[src/rtl/pwm_pkg.sv]
// pwm_pkg
//   Shared constants for the ADC-driven PWM source that feeds the
//   phased-delay shift-register chain.
//   ADC_WIDTH  : width of one avr_interface ADC sample
//   CLK_HZ     : system clock frequency
//   PWM_HZ     : PWM carrier frequency
//   PWM_PERIOD : clocks per PWM period (CLK_HZ / PWM_HZ)
//   ADC_CH_A0  : ADC channel code for analog input A0
package pwm_pkg;

    localparam int          ADC_WIDTH  = 10;
    localparam int          CLK_HZ     = 50_000_000;
    localparam int          PWM_HZ     = 40_000;
    localparam int          PWM_PERIOD = CLK_HZ / PWM_HZ;
    localparam logic [3:0]  ADC_CH_A0  = 4'd0;

endpackage

[src/rtl/adc_pwm_source_averager.sv]
// sample_averager
//   Accepts ADC samples on one channel, sums 2^AVG_LOG2 of them and
//   publishes the truncated mean as a pending duty value.
//   clk            : system clock
//   rst_n          : asynchronous active-low reset
//   new_sample     : one-cycle strobe, sample valid this cycle
//   sample         : ADC value
//   sample_channel : channel that produced sample
//   clear          : consumer has taken pending, drop pending_valid
//   pending        : most recent completed average
//   pending_valid  : pending holds an average not yet consumed
module sample_averager
    import pwm_pkg::*;
#(
    parameter int SAMPLE_WIDTH = ADC_WIDTH,
    parameter int AVG_LOG2     = 2,
    parameter int CHANNEL      = int'(ADC_CH_A0)
) (
    input  logic                    clk,
    input  logic                    rst_n,
    input  logic                    new_sample,
    input  logic [SAMPLE_WIDTH-1:0] sample,
    input  logic [3:0]              sample_channel,
    input  logic                    clear,
    output logic [SAMPLE_WIDTH-1:0] pending,
    output logic                    pending_valid
);

    // The accumulator is wide enough for 2^AVG_LOG2 full-scale samples.
    localparam int ACC_W = SAMPLE_WIDTH + AVG_LOG2;
    localparam int CNT_W = AVG_LOG2 + 1;
    localparam logic [CNT_W-1:0] LAST_COUNT = CNT_W'((1 << AVG_LOG2) - 1);

    logic                    accept;
    logic [ACC_W-1:0]        sum;
    logic [ACC_W-1:0]        acc_q, acc_d;
    logic [CNT_W-1:0]        count_q, count_d;
    logic [SAMPLE_WIDTH-1:0] pending_q, pending_d;
    logic                    valid_q, valid_d;

    always_comb begin
        accept    = new_sample && (sample_channel == 4'(CHANNEL));
        sum       = acc_q + ACC_W'(sample);
        acc_d     = acc_q;
        count_d   = count_q;
        pending_d = pending_q;
        valid_d   = valid_q;

        if (clear) begin
            valid_d = 1'b0;
        end

        // A completing average overrides a same-cycle clear: the consumer
        // took the old value, the new one must stay pending.
        if (accept) begin
            if (count_q == LAST_COUNT) begin
                pending_d = SAMPLE_WIDTH'(sum >> AVG_LOG2);
                valid_d   = 1'b1;
                acc_d     = '0;
                count_d   = '0;
            end else begin
                acc_d   = sum;
                count_d = count_q + 1'b1;
            end
        end
    end

    always_ff @(posedge clk or negedge rst_n) begin
        if (!rst_n) begin
            acc_q     <= '0;
            count_q   <= '0;
            pending_q <= '0;
            valid_q   <= 1'b0;
        end else begin
            acc_q     <= acc_d;
            count_q   <= count_d;
            pending_q <= pending_d;
            valid_q   <= valid_d;
        end
    end

    assign pending       = pending_q;
    assign pending_valid = valid_q;

endmodule

[src/rtl/adc_pwm_source.sv]
// adc_pwm_source
//   Fixed-frequency PWM whose duty tracks an averaged ADC channel. Its
//   pwm output replaces the external PWM at the head of the phased-delay
//   chain. New duty values are only applied at period boundaries.
//   clk            : system clock (50 MHz)
//   rst_n          : asynchronous active-low reset
//   new_sample     : one-cycle ADC sample strobe
//   sample         : ADC value
//   sample_channel : channel of sample
//   enable         : run the PWM; low forces pwm low and parks the counter
//   pwm            : registered PWM output
//   duty           : compare value currently applied
//   period_start   : one-cycle pulse with the first pwm cycle of a period
module adc_pwm_source
    import pwm_pkg::*;
#(
    parameter int SAMPLE_WIDTH = ADC_WIDTH,
    parameter int CTR_WIDTH    = 11,
    parameter int PERIOD       = PWM_PERIOD,
    parameter int AVG_LOG2     = 2,
    parameter int CHANNEL      = int'(ADC_CH_A0)
) (
    input  logic                    clk,
    input  logic                    rst_n,
    input  logic                    new_sample,
    input  logic [SAMPLE_WIDTH-1:0] sample,
    input  logic [3:0]              sample_channel,
    input  logic                    enable,
    output logic                    pwm,
    output logic [SAMPLE_WIDTH-1:0] duty,
    output logic                    period_start
);

    localparam int CMP_W = (CTR_WIDTH > SAMPLE_WIDTH) ? CTR_WIDTH : SAMPLE_WIDTH;
    localparam logic [CTR_WIDTH-1:0] LAST_TICK = CTR_WIDTH'(PERIOD - 1);

    logic [SAMPLE_WIDTH-1:0] pending;
    logic                    pending_valid;
    logic                    at_end;
    logic                    load;

    logic [CTR_WIDTH-1:0]    counter_q, counter_d;
    logic [SAMPLE_WIDTH-1:0] duty_q, duty_d;
    logic                    pwm_q, pwm_d;
    logic                    start_q, start_d;

    sample_averager #(
        .SAMPLE_WIDTH (SAMPLE_WIDTH),
        .AVG_LOG2     (AVG_LOG2),
        .CHANNEL      (CHANNEL)
    ) u_averager (
        .clk            (clk),
        .rst_n          (rst_n),
        .new_sample     (new_sample),
        .sample         (sample),
        .sample_channel (sample_channel),
        .clear          (load),
        .pending        (pending),
        .pending_valid  (pending_valid)
    );

    always_comb begin
        at_end = (counter_q == LAST_TICK);

        // Counter parks at 0 while disabled so re-enable starts a full period.
        counter_d = '0;
        if (enable && !at_end) begin
            counter_d = counter_q + 1'b1;
        end

        // Shadow load only on the last tick, so a period never mixes duties.
        load   = enable && at_end && pending_valid;
        duty_d = load ? pending : duty_q;

        pwm_d   = enable && (CMP_W'(counter_q) < CMP_W'(duty_q));
        start_d = enable && (counter_q == '0);
    end

    always_ff @(posedge clk or negedge rst_n) begin
        if (!rst_n) begin
            counter_q <= '0;
            duty_q    <= '0;
            pwm_q     <= 1'b0;
            start_q   <= 1'b0;
        end else begin
            counter_q <= counter_d;
            duty_q    <= duty_d;
            pwm_q     <= pwm_d;
            start_q   <= start_d;
        end
    end

    assign pwm          = pwm_q;
    assign duty         = duty_q;
    assign period_start = start_q;

endmodule
[config.mk]
export PLATFORM = sky130hd
export DESIGN_NAME = adc_pwm_source
export DESIGN_NICKNAME = d
export VERILOG_FILES = /design/src/rtl/pwm_pkg.sv /design/src/rtl/adc_pwm_source_averager.sv /design/src/rtl/adc_pwm_source.sv
export SDC_FILE = /design/constraint.sdc
export NUM_CORES = 1
export LEC_CHECK = 0
export BUFFER_PORTS_ARGS = -buffer_cell sky130_fd_sc_hd__clkbuf_2
export CAP_MARGIN = 20
export CORE_ASPECT_RATIO = 1.2
export CORE_UTILIZATION = 50
export CTS_BUF_LIST = sky130_fd_sc_hd__clkbuf_4
export DETAILED_ROUTE_END_ITERATION = 7
export GPL_TIMING_DRIVEN = 0
export PLACE_DENSITY_LB_ADDON = 0.3
export REMOVE_ABC_BUFFERS = 1
export SYNTH_ARGS = -nofsm -noshare
export SYNTH_HDL_FRONTEND = slang
export SYNTH_SLANG_ARGS = --single-unit
[constraint.sdc]
create_clock -name clk -period 3 [get_ports clk]
set_clock_uncertainty 0.15 [all_clocks]
set_input_delay 0.15 -clock clk [delete_from_list [all_inputs] [get_ports clk]]
set_output_delay 0.15 -clock clk [all_outputs]
set_load 0.02 [all_outputs]
==> flow_summary.yaml <==
run_status:
  status: "complete, no violations"
timing:
  rsz0062_at_grt: "false"
  worst_slew_pin_slew_ns: 0.7262
  finalSetupViolCount: 0
  fmax_mhz: 399.6
  max_slew_margin_pct: 51.17
  fin_setup_tns_ns: 0
  period_share_pct: 83.41
  setup_slack_ns: 0.4978
  holdWs_ns: 0.05564
  slew_violations: 0
  finalHoldViolations: 0
  period_needed_ns: 2.502
floorplanning:
  ioPinCount: 30
  die_area_mm2: 0.005704
  fp.dieH_um: 82.54
  core-area_mm2: 0.005080
  start_util_pct: 53.20
  core.rowCount: 28
  die_x_um: 69.12
routing:
  wire_per_inst_um: 13.43
  dr.first_iter.drc_count: 52
  routed_wl_um: 4929
  viasPerCell: 5.409
  vias: 1985
  ant_nets: 0
  route.detailed.drc: 0
  drtPass1Iterations: 4
setup_path:
  start_kind: "flop"
  slowest_stage: "or4b_1"
  crit_fanout: 20
  crit_chain: "ha_1 > nor2b_1 > nand3_1 > or4b_1 > nand3_1"
  crit_family: "simple AND/OR/NAND/NOR gates"
  setup.worst_path.class: "reg -> reg"
  reg2reg_slack_ns: 0.50
  cp.required_ns: 3.16
  crit_arrival_ns: 2.66
  cp_slowest_stage_delay_ns: 0.68
  crit_buf_inv: 0
  crit_path_end_kind: "flop"
  timing.critical_path.mode_cell: "nand3_1"
global_routing:
  antenna_found_initial: 0
  grt_use_met2_pct: 36.31
  globalRouteOverflowTotal: 0
  grt_usage_pct: 19.67
  grt_pass1_vias: 1958
  use_met1_pct: 22.90
  use_met3_pct: 3.762
  grt_max_degree: 26
  grt_pass1_wl_um: 8825
  grt_most_used_layer: "met2"
final_layout:
  postLayoutCellArea_mm2: 0.003049
  n_antenna_cell: 0
  final_cells: 367
  final_cell_mix: "49 x dfrtp_1, 34 x nand2_1, 29 x clkbuf_2, 23 x o21ai_0, 23 x ha_1"
  areaGrowthSynthToFinish_pct: 12.82
  finalNetCount: 348
  drive_above_1_share_pct: 16.94
  final_common_cell: "dfrtp_1"
  final_util_pct: 60.02
yosys:
  yosys.area.top_type: "dfrtp_1"
  synth_top_area_share_pct: 45.37
  synthCells: 270
  synth_area_mm2: 0.002703
  ys_top_cells_by_area: "dfrtp_1 45%, ha_1 11%, nand2_1 4.7%, o21ai_0 4.3%, mux2_2 4.2%"
  synth_edf_count: 0
  syn_avg_cell_area_um2: 10.01
  yosysWarningCount: 0
  ys_ff_latch: 49
  synth_cell_types: 41
  ys_async_sr_fraction_pct: 100.0
  yosysSeqAreaShare_pct: 45.37
  synth_flop_cell: "dfrtp_1"
placement:
  place_congestion: 0.9096
  dp_cells: 355
  placed_area_mm2: 0.002930
  portBuffers: 29
  dp_hpwl_um: 3802
  dp_slack_ns: 0.5064
clock_tree:
  clkSinkCount: 49
  clk_pin_slew_worst_paths_ns: 0.14
  clk_latency_ns: 0.36
  post_cts_resized: 0
  cts_tree: "built"
  post_cts_buffers: 0
  cts_buffer_depth: 2
  cts_buffers: 5
  postCtsHoldBufs: 4
  htree_levels: 2
  cts-root-buf: "clkbuf_4"
power_and_ir_drop:
  total_power_mw: 1.829
  peakVddDrop_uv: 383.9
  powerDensity_mw_per_mm2: 599.7
  leakage_nw: 1.473
hold_path:
  hold_path.class: "in -> reg"
flow_run:
  drv_cap: 0
-- synth_stat cells (3+ instances only) --
| master | instances |
|---|---|
| nand2b_1 | 4 |
| xnor2_1 | 9 |
| mux2_2 | 10 |
| or3_1 | 4 |
| ha_1 | 23 |
| o31ai_1 | 5 |
| inv_1 | 20 |
| a211oi_1 | 3 |
| xor2_1 | 7 |
| nor2_1 | 17 |
| a21oi_1 | 13 |
| nand3_1 | 12 |
| a21o_1 | 3 |
| clkbuf_1 | 4 |
| nand2_1 | 34 |
| o21ai_0 | 23 |
| dfrtp_1 | 49 |
-- layer usage --
layer	wire, um	share of wire, %
met5	0	0
met4	68	1.4
met3	115	2.3
met2	2483	50
met1	2262	46
-- cell type report --
type,count,area (um^2)
fill,443,2031
multi-input combinational,196,1381
tap,60,75.07
inverter,20,75.07
clock inverter,2,33.78
clock buffer,6,45.04
sequential,49,1226
timing repair buffer,34,212.7
-- report_power, final --
| group | internal, mW | total (mW) | switching (mW) |
|---|---|---|---|
| registers | 0.746 | 0.810 | 0.0639 |
| logic | 0.274 | 0.629 | 0.355 |
| clock network | 0.183 | 0.389 | 0.206 |
| total | 1.20 | 1.83 | 0.625 |
-- sequential cells by signal (all words and copies together), names as in the netlist --
register,flops
duty,10
pwm,1
u_averager.pending_valid,1
u_averager.count_q,3
u_averager.acc_q,12
period_start,1
counter_q,11
u_averager.pending,10
-- tightest hold or removal path, cell delays in order --
cell	delay [ns]
clkbuf_2	0.08
ha_1	0.12
nand2_1	0.04
o21ai_0	0.13
-- logic make-up after synthesis --
| kind of cell | synth area share (%) |
|---|---|
| XOR/XNOR | 5.185 |
| adder cells (fa/ha/maj) | 11.39 |
| multiplexers | 5.278 |
| buffers and inverters | 3.518 |
| flip-flops | 45.37 |
| AO/OA/AOI/OAI | 12.45 |
| AND/OR/NAND/NOR | 16.81 |
-- path summary, 6_finish.rpt --
| path | startpoint | to | cells after the start |
|---|---|---|---|
| max reg2reg | u_averager.count_q[0] | u_averager.pending[9] | 5 |
| min in group asynchronous | rst_n | counter_q[2] | 2 |
| min | sample[0] | u_averager.acc_q[0] | 4 |
| max in group asynchronous | rst_n | duty[9] | 3 |
| min reg2reg | u_averager.pending[6] | u_averager.pending[6] | 2 |
| max | u_averager.count_q[0] | u_averager.pending[9] | 5 |
(Power assumes the default switching activity.)
